===== config.mk =====
export PLATFORM = sky130hd
export DESIGN_NAME = siw_addr_gen_5
export DESIGN_NICKNAME = d
export VERILOG_FILES = /design/src/rtl/siw_addr_gen_5.sv
export SDC_FILE = /design/constraint.sdc
export NUM_CORES = 1
export LEC_CHECK = 0
export CAP_MARGIN = 5
export CORE_MARGIN = 4
export CORE_UTILIZATION = 57
export DETAILED_ROUTE_END_ITERATION = 8
export MAX_ROUTING_LAYER = met4
export PLACE_DENSITY = 0.81
export SKIP_CTS_REPAIR_TIMING = 1
export SYNTH_ARGS = -nofsm -noshare
export SYNTH_HDL_FRONTEND = slang
export SYNTH_SLANG_ARGS = --single-unit

===== constraint.sdc =====
create_clock -name siw_addr_gen_5_clk -period 3.7 [get_ports siw_addr_gen_5_clk]
set_clock_uncertainty 0.05 [all_clocks]
set_input_delay 0.74 -clock siw_addr_gen_5_clk [delete_from_list [all_inputs] [get_ports siw_addr_gen_5_clk]]
set_output_delay 0.74 -clock siw_addr_gen_5_clk [all_outputs]
set_load 0.01 [all_outputs]

===== src/rtl/siw_addr_gen_5.sv =====
// siw_addr_gen_5: 2-D address walker for port A of siw_memory_bram_5.
// Optional modulo wrap of the offset when SIW_ADDR_GEN_MOD_EN is defined.
module siw_addr_gen_5 #(
  parameter int ADDR_W = 10
) (
  input  logic              siw_addr_gen_5_clk,
  input  logic              siw_addr_gen_5_reset,
  input  logic              siw_addr_gen_5_init,
  input  logic              siw_addr_gen_5_run,
  input  logic              siw_addr_gen_5_pause,
  input  logic [ADDR_W-1:0] siw_addr_gen_5_start,
  input  logic [ADDR_W-1:0] siw_addr_gen_5_incr,
  input  logic [ADDR_W-1:0] siw_addr_gen_5_iter,
  input  logic [ADDR_W-1:0] siw_addr_gen_5_shift,
  input  logic [ADDR_W-1:0] siw_addr_gen_5_per,
  input  logic [ADDR_W-1:0] siw_addr_gen_5_delay,
  input  logic              siw_addr_gen_5_wr_mode,
`ifdef SIW_ADDR_GEN_MOD_EN
  input  logic [ADDR_W-1:0] siw_addr_gen_5_modulo,
`endif
  output logic [ADDR_W-1:0] siw_addr_gen_5_address,
  output logic              siw_addr_gen_5_enable,
  output logic              siw_addr_gen_5_write_en,
  output logic              siw_addr_gen_5_busy,
  output logic              siw_addr_gen_5_done
);

  localparam logic [ADDR_W-1:0] ONE = ADDR_W'(1);

  typedef enum logic [1:0] {
    IDLE,
    DELAY,
    RUN,
    DONE
  } state_t;

  state_t state;
  state_t state_n;

  logic [ADDR_W-1:0] start_q;
  logic [ADDR_W-1:0] incr_q;
  logic [ADDR_W-1:0] iter_q;
  logic [ADDR_W-1:0] shift_q;
  logic [ADDR_W-1:0] per_q;
  logic [ADDR_W-1:0] delay_q;
  logic              wr_q;
`ifdef SIW_ADDR_GEN_MOD_EN
  logic [ADDR_W-1:0] mod_q;
`endif

  logic [ADDR_W-1:0] dly_cnt;
  logic [ADDR_W-1:0] in_cnt;
  logic [ADDR_W-1:0] out_cnt;
  logic [ADDR_W-1:0] ioff;
  logic [ADDR_W-1:0] roff;
  logic [ADDR_W-1:0] inner_nxt;
  logic [ADDR_W-1:0] row_nxt;

  logic emit;
  logic last_in;
  logic last_out;
  logic empty;

  assign last_in  = (in_cnt == iter_q - ONE);
  assign last_out = (out_cnt == per_q - ONE);
  assign empty    = (iter_q == '0) || (per_q == '0);

  assign siw_addr_gen_5_busy = (state == DELAY) || (state == RUN);

`ifdef SIW_ADDR_GEN_MOD_EN
  logic [ADDR_W:0] inner_sum;
  logic [ADDR_W:0] row_sum;

  // Offset steps fold back into [0, modulo) when modulo is non-zero
  always_comb begin
    inner_sum = {1'b0, ioff} + {1'b0, incr_q};
    row_sum   = {1'b0, roff} + {1'b0, shift_q};
    if (mod_q != '0 && inner_sum >= {1'b0, mod_q})
      inner_sum = inner_sum - {1'b0, mod_q};
    if (mod_q != '0 && row_sum >= {1'b0, mod_q})
      row_sum = row_sum - {1'b0, mod_q};
    inner_nxt = inner_sum[ADDR_W-1:0];
    row_nxt   = row_sum[ADDR_W-1:0];
  end
`else
  // Offset steps wrap naturally at 2^ADDR_W
  always_comb begin
    inner_nxt = ioff + incr_q;
    row_nxt   = roff + shift_q;
  end
`endif

  // State register; init aborts like reset
  always_ff @(posedge siw_addr_gen_5_clk) begin
    if (siw_addr_gen_5_reset || siw_addr_gen_5_init)
      state <= IDLE;
    else
      state <= state_n;
  end

  // Next-state and access-issue decode
  always_comb begin
    state_n = state;
    emit    = 1'b0;
    unique case (state)
      IDLE: begin
        if (siw_addr_gen_5_run) begin
          if (empty)
            state_n = DONE;
          else if (delay_q != '0)
            state_n = DELAY;
          else
            state_n = RUN;
        end
      end
      DELAY: begin
        if (!siw_addr_gen_5_pause && dly_cnt == ONE)
          state_n = RUN;
      end
      RUN: begin
        if (!siw_addr_gen_5_pause) begin
          emit = 1'b1;
          if (last_in && last_out)
            state_n = DONE;
        end
      end
      DONE: begin
        state_n = IDLE;
      end
      default: state_n = IDLE;
    endcase
  end

  // Config capture, loop counters and registered outputs
  always_ff @(posedge siw_addr_gen_5_clk) begin
    if (siw_addr_gen_5_reset) begin
      start_q <= '0;
      incr_q  <= '0;
      iter_q  <= '0;
      shift_q <= '0;
      per_q   <= '0;
      delay_q <= '0;
      wr_q    <= 1'b0;
`ifdef SIW_ADDR_GEN_MOD_EN
      mod_q   <= '0;
`endif
      dly_cnt <= '0;
      in_cnt  <= '0;
      out_cnt <= '0;
      ioff    <= '0;
      roff    <= '0;
      siw_addr_gen_5_address  <= '0;
      siw_addr_gen_5_enable   <= 1'b0;
      siw_addr_gen_5_write_en <= 1'b0;
      siw_addr_gen_5_done     <= 1'b0;
    end else if (siw_addr_gen_5_init) begin
      start_q <= siw_addr_gen_5_start;
      incr_q  <= siw_addr_gen_5_incr;
      iter_q  <= siw_addr_gen_5_iter;
      shift_q <= siw_addr_gen_5_shift;
      per_q   <= siw_addr_gen_5_per;
      delay_q <= siw_addr_gen_5_delay;
      wr_q    <= siw_addr_gen_5_wr_mode;
`ifdef SIW_ADDR_GEN_MOD_EN
      mod_q   <= siw_addr_gen_5_modulo;
`endif
      dly_cnt <= '0;
      in_cnt  <= '0;
      out_cnt <= '0;
      ioff    <= '0;
      roff    <= '0;
      siw_addr_gen_5_address  <= '0;
      siw_addr_gen_5_enable   <= 1'b0;
      siw_addr_gen_5_write_en <= 1'b0;
      siw_addr_gen_5_done     <= 1'b0;
    end else begin
      siw_addr_gen_5_enable   <= emit;
      siw_addr_gen_5_write_en <= emit & wr_q;
      siw_addr_gen_5_done     <= (state == DONE);
      if (state == IDLE && siw_addr_gen_5_run) begin
        dly_cnt <= delay_q;
        in_cnt  <= '0;
        out_cnt <= '0;
        ioff    <= '0;
        roff    <= '0;
      end
      if (state == DELAY && !siw_addr_gen_5_pause)
        dly_cnt <= dly_cnt - ONE;
      if (emit) begin
        siw_addr_gen_5_address <= start_q + ioff;
        if (last_in) begin
          in_cnt  <= '0;
          out_cnt <= out_cnt + ONE;
          roff    <= row_nxt;
          ioff    <= row_nxt;
        end else begin
          in_cnt  <= in_cnt + ONE;
          ioff    <= inner_nxt;
        end
      end
    end
  end

endmodule


==> impl_results.md, run 1 <==
- Count leader, synth: dfxtp_1
- Global route hottest layer: met2
- DR DRC count: 0
- Met2 usage: 0.431
- Tmin final: 3.25 ns
- Nets: 998
- DR vias/cell: 6.00
- Final Cycle Share: 0.878
- Core Region: 12,100 sq um
- Sequential cell area: 2520 sq um
- R2R Setup Slk: 0.45 ns
- RSZ-0062 raised after global routing: false
- Final Setup Violations: 0
- FMAX: 0.308 GHz
- YS warnings: 0
- Final hold violations: 0
- Critical-path maximum fanout: 12
- Avg Cell Area, Syn: 8.52 sq um
- CTS Sinks: 126
- Io pins: 80
- Slew Viols, Final: 0
- Mapped Area: 7030 sq um
- Status: finished clean
- Post-Layout Cell Count: 1,073
- Pwr dens: 453 nW/um^2
- Num CTS Buffers: 17
- Synth top area cells: dfxtp_1 36%, mux2i_1 9.4%, ha_1 6.6%
- Initial drt markers: 527
- Ant. Diodes: 0
- LEAKAGE: 3.52 nW
- Async SR Flop Fraction: 0
- Clk_lat worst skew: 0.43 ns
- Crit start category: flop
- CP endpoint kind: flop
- Peak supply drop: 0.373 mV
- Fin util: 0.714
- Via count: 6,435
- Routed length per placed instance: 17.2 um
- WS Path Type: flop to flop
- Max Cap Viol: 0
- Critical Path RT: 4.02 ns
- Initial Util: 0.583
- Die area: 14,200 sq um
- Tightest Pin Transition: 1.06 ns
- Number of H-tree levels: 4
- GRT Resource Usage Total: 0.272
- Multi-input logic area: 4240 sq um
- WHS: 0.407 ns
- First-pass GRT wire length: 30.3 mm
- Antenna Violating Nets Remaining: 0
- Number of synthesized flops with an enable pin: 0
- Grt ovf: 0
- Grt met1 use: 0.344
- Final worst setup slack: 0.453 ns
- Post-Route WL: 18.4 mm
- Pin count of the biggest net entering global routing: 63
- Synth cell types: 70
- # port buffers: 79
- Post-synth top cells: 126 x dfxtp_1, 116 x nor2_1, 66 x mux2i_1
- Placed cell count: 1,041
- Max transition margin: 0.290
- Mapped Nets: 931
- First-pass DRT Iterations: 5
- Root buf cell: clkbuf_16
- Setup_tns: 0 ns
- Post-DP HPWL: 13.4 mm
- Syn-to-layout area delta: 22.5%
- Synth Flop Type: dfxtp_1
- Met3 usage: 0.0670
- Clock Pin Slew Worst Setup and Hold Paths: 0.06 ns
- Number of global-route vias before repair: 6,173
- FF+latch count, synth: 126
- Die Span Y: 119 um
- Gp weighted congestion: 0.862
- Std-Cell Rows: 40
- Place WS: 0.546 ns
- Worst hold path class: flop to flop
- WP data arrival: 3.56 ns
- Initial antenna violation count: 0
- CTS tree: done
- Sequential share of the synthesized area: 0.359
- Synth top area share: 0.359
- Width of the die: 119 um
- FILL cells: 938
- Area leader, netlist: dfxtp_1
- Mapped Cells: 825
- Clock Tree Buf Depth: 2
- Fraction of layout cells with a size suffix above 1: 0.0597
==> final timing paths <==
path	from	end	cells past startpoint
worst max-delay path	iter_q[0]	out_cnt[8]	10
worst min-delay path	siw_addr_gen_5_address[4]	siw_addr_gen_5_address[4]	2
worst max register to register	iter_q[0]	out_cnt[8]	10
worst min register to register	siw_addr_gen_5_address[4]	siw_addr_gen_5_address[4]	2
==> worst max-delay path: stages (launching register included) <==
cell and delay (ns):
dfxtp_1 0.36, inv_1 0.08, ha_1 0.23, or4b_4 0.51
or2_0 0.25, or4b_4 0.52, nand2_4 0.13, nand3_2 0.20
buf_4 0.29, o41ai_1 0.39, and3_1 0.20
==> flip-flops by register name, summed over array words and instances, names as in the netlist <==
| signal | count |
|---|---|
| delay_q | 10 |
| dly_cnt | 10 |
| in_cnt | 10 |
| incr_q | 10 |
| ioff | 10 |
| iter_q | 10 |
| out_cnt | 10 |
| per_q | 10 |
| roff | 10 |
| shift_q | 10 |
| siw_addr_gen_5_address | 10 |
| siw_addr_gen_5_done | 1 |
| siw_addr_gen_5_enable | 1 |
| siw_addr_gen_5_write_en | 1 |
| start_q | 10 |
| state | 2 |
| wr_q | 1 |
==> cells by family (layout without fill, tap and decap cells) <==
| logic type | Yosys count | in the layout | share of synthesized area |
|---|---|---|---|
| flip-flops | 126 | 126 | 0.359 |
| XOR/XNOR | 37 | 37 | 0.0461 |
| AO/OA/AOI/OAI | 179 | 179 | 0.171 |
| AND/OR/NAND/NOR | 308 | 308 | 0.217 |
| multiplexers | 66 | 66 | 0.0940 |
| adder cells (fa/ha/maj) | 40 | 40 | 0.0744 |
| buffers and inverters | 69 | 149 | 0.0384 |
==> layout by cell type (no fill, tap or decap), drive strengths merged, types with 6 or more instances in the layout <==
cell / synthesis / final
nor2b: 11 / 11
inv: 30 / 33
mux2i: 66 / 66
nor3: 16 / 16
nand2b: 10 / 10
a21oi: 52 / 52
dfxtp: 126 / 126
nand2: 55 / 55
a32oi: 8 / 8
a31oi: 20 / 20
a211oi: 10 / 10
or3: 6 / 6
xnor2: 25 / 25
ha: 37 / 37
buf: 6 / 10
and2: 8 / 8
and3: 10 / 10
o31a: 8 / 8
o21ai: 22 / 22
clkdlybuf4s50: 0 / 77
nand4: 10 / 10
clkbuf: 33 / 19
nand3b: 7 / 7
xor2: 12 / 12
a21o: 7 / 7
nand3: 30 / 30
bufinv: 0 / 6
nor2: 116 / 116
==> metal layers <==
layer	vias up	wire, um
met4	0	303
li1	3122	-
met1	3038	8200
met2	240	8650
met3	35	1280
met5	-	0
==> power by group <==
group	switching [W]	internal (W)
registers	0.0000561	0.00141
logic	0.000267	0.000229
clock network	0.000638	0.00130
==> per-stage QoR <==
stage | instance area [sq um] | power (W)
CTS | 8610 | 0.00391
global placement | 7930 | 0.00196
global route | 8610 | 0.00404
finish | 8610 | 0.00390
detailed placement | 7930 | 0.00198
floorplan | 7030 | 0.00180
==> layout make-up <==
type	instances	area share
Clock buffer	19	0.0526
Clock inverter	13	0.0270
Inverter	30	0.0131
Multi-Input combinational cell	630	0.492
Sequential cell	126	0.293
Tap cell	168	0.0244
Timing Repair Buffer	87	0.0979
Note: power is estimated with default switching activity, not from simulation.
==> run 2: changes to the inputs <==
- GPL_TIMING_DRIVEN: not set -> 1
==> results of run 2 <==
Same layout as run 1: the final DEF is identical, and so are final timing and power.
==> run 3: changes to the inputs <==
- TNS_END_PERCENT: not set -> 50
==> results of run 3 <==
Same layout as run 1: the final DEF is identical, and so are final timing and power.
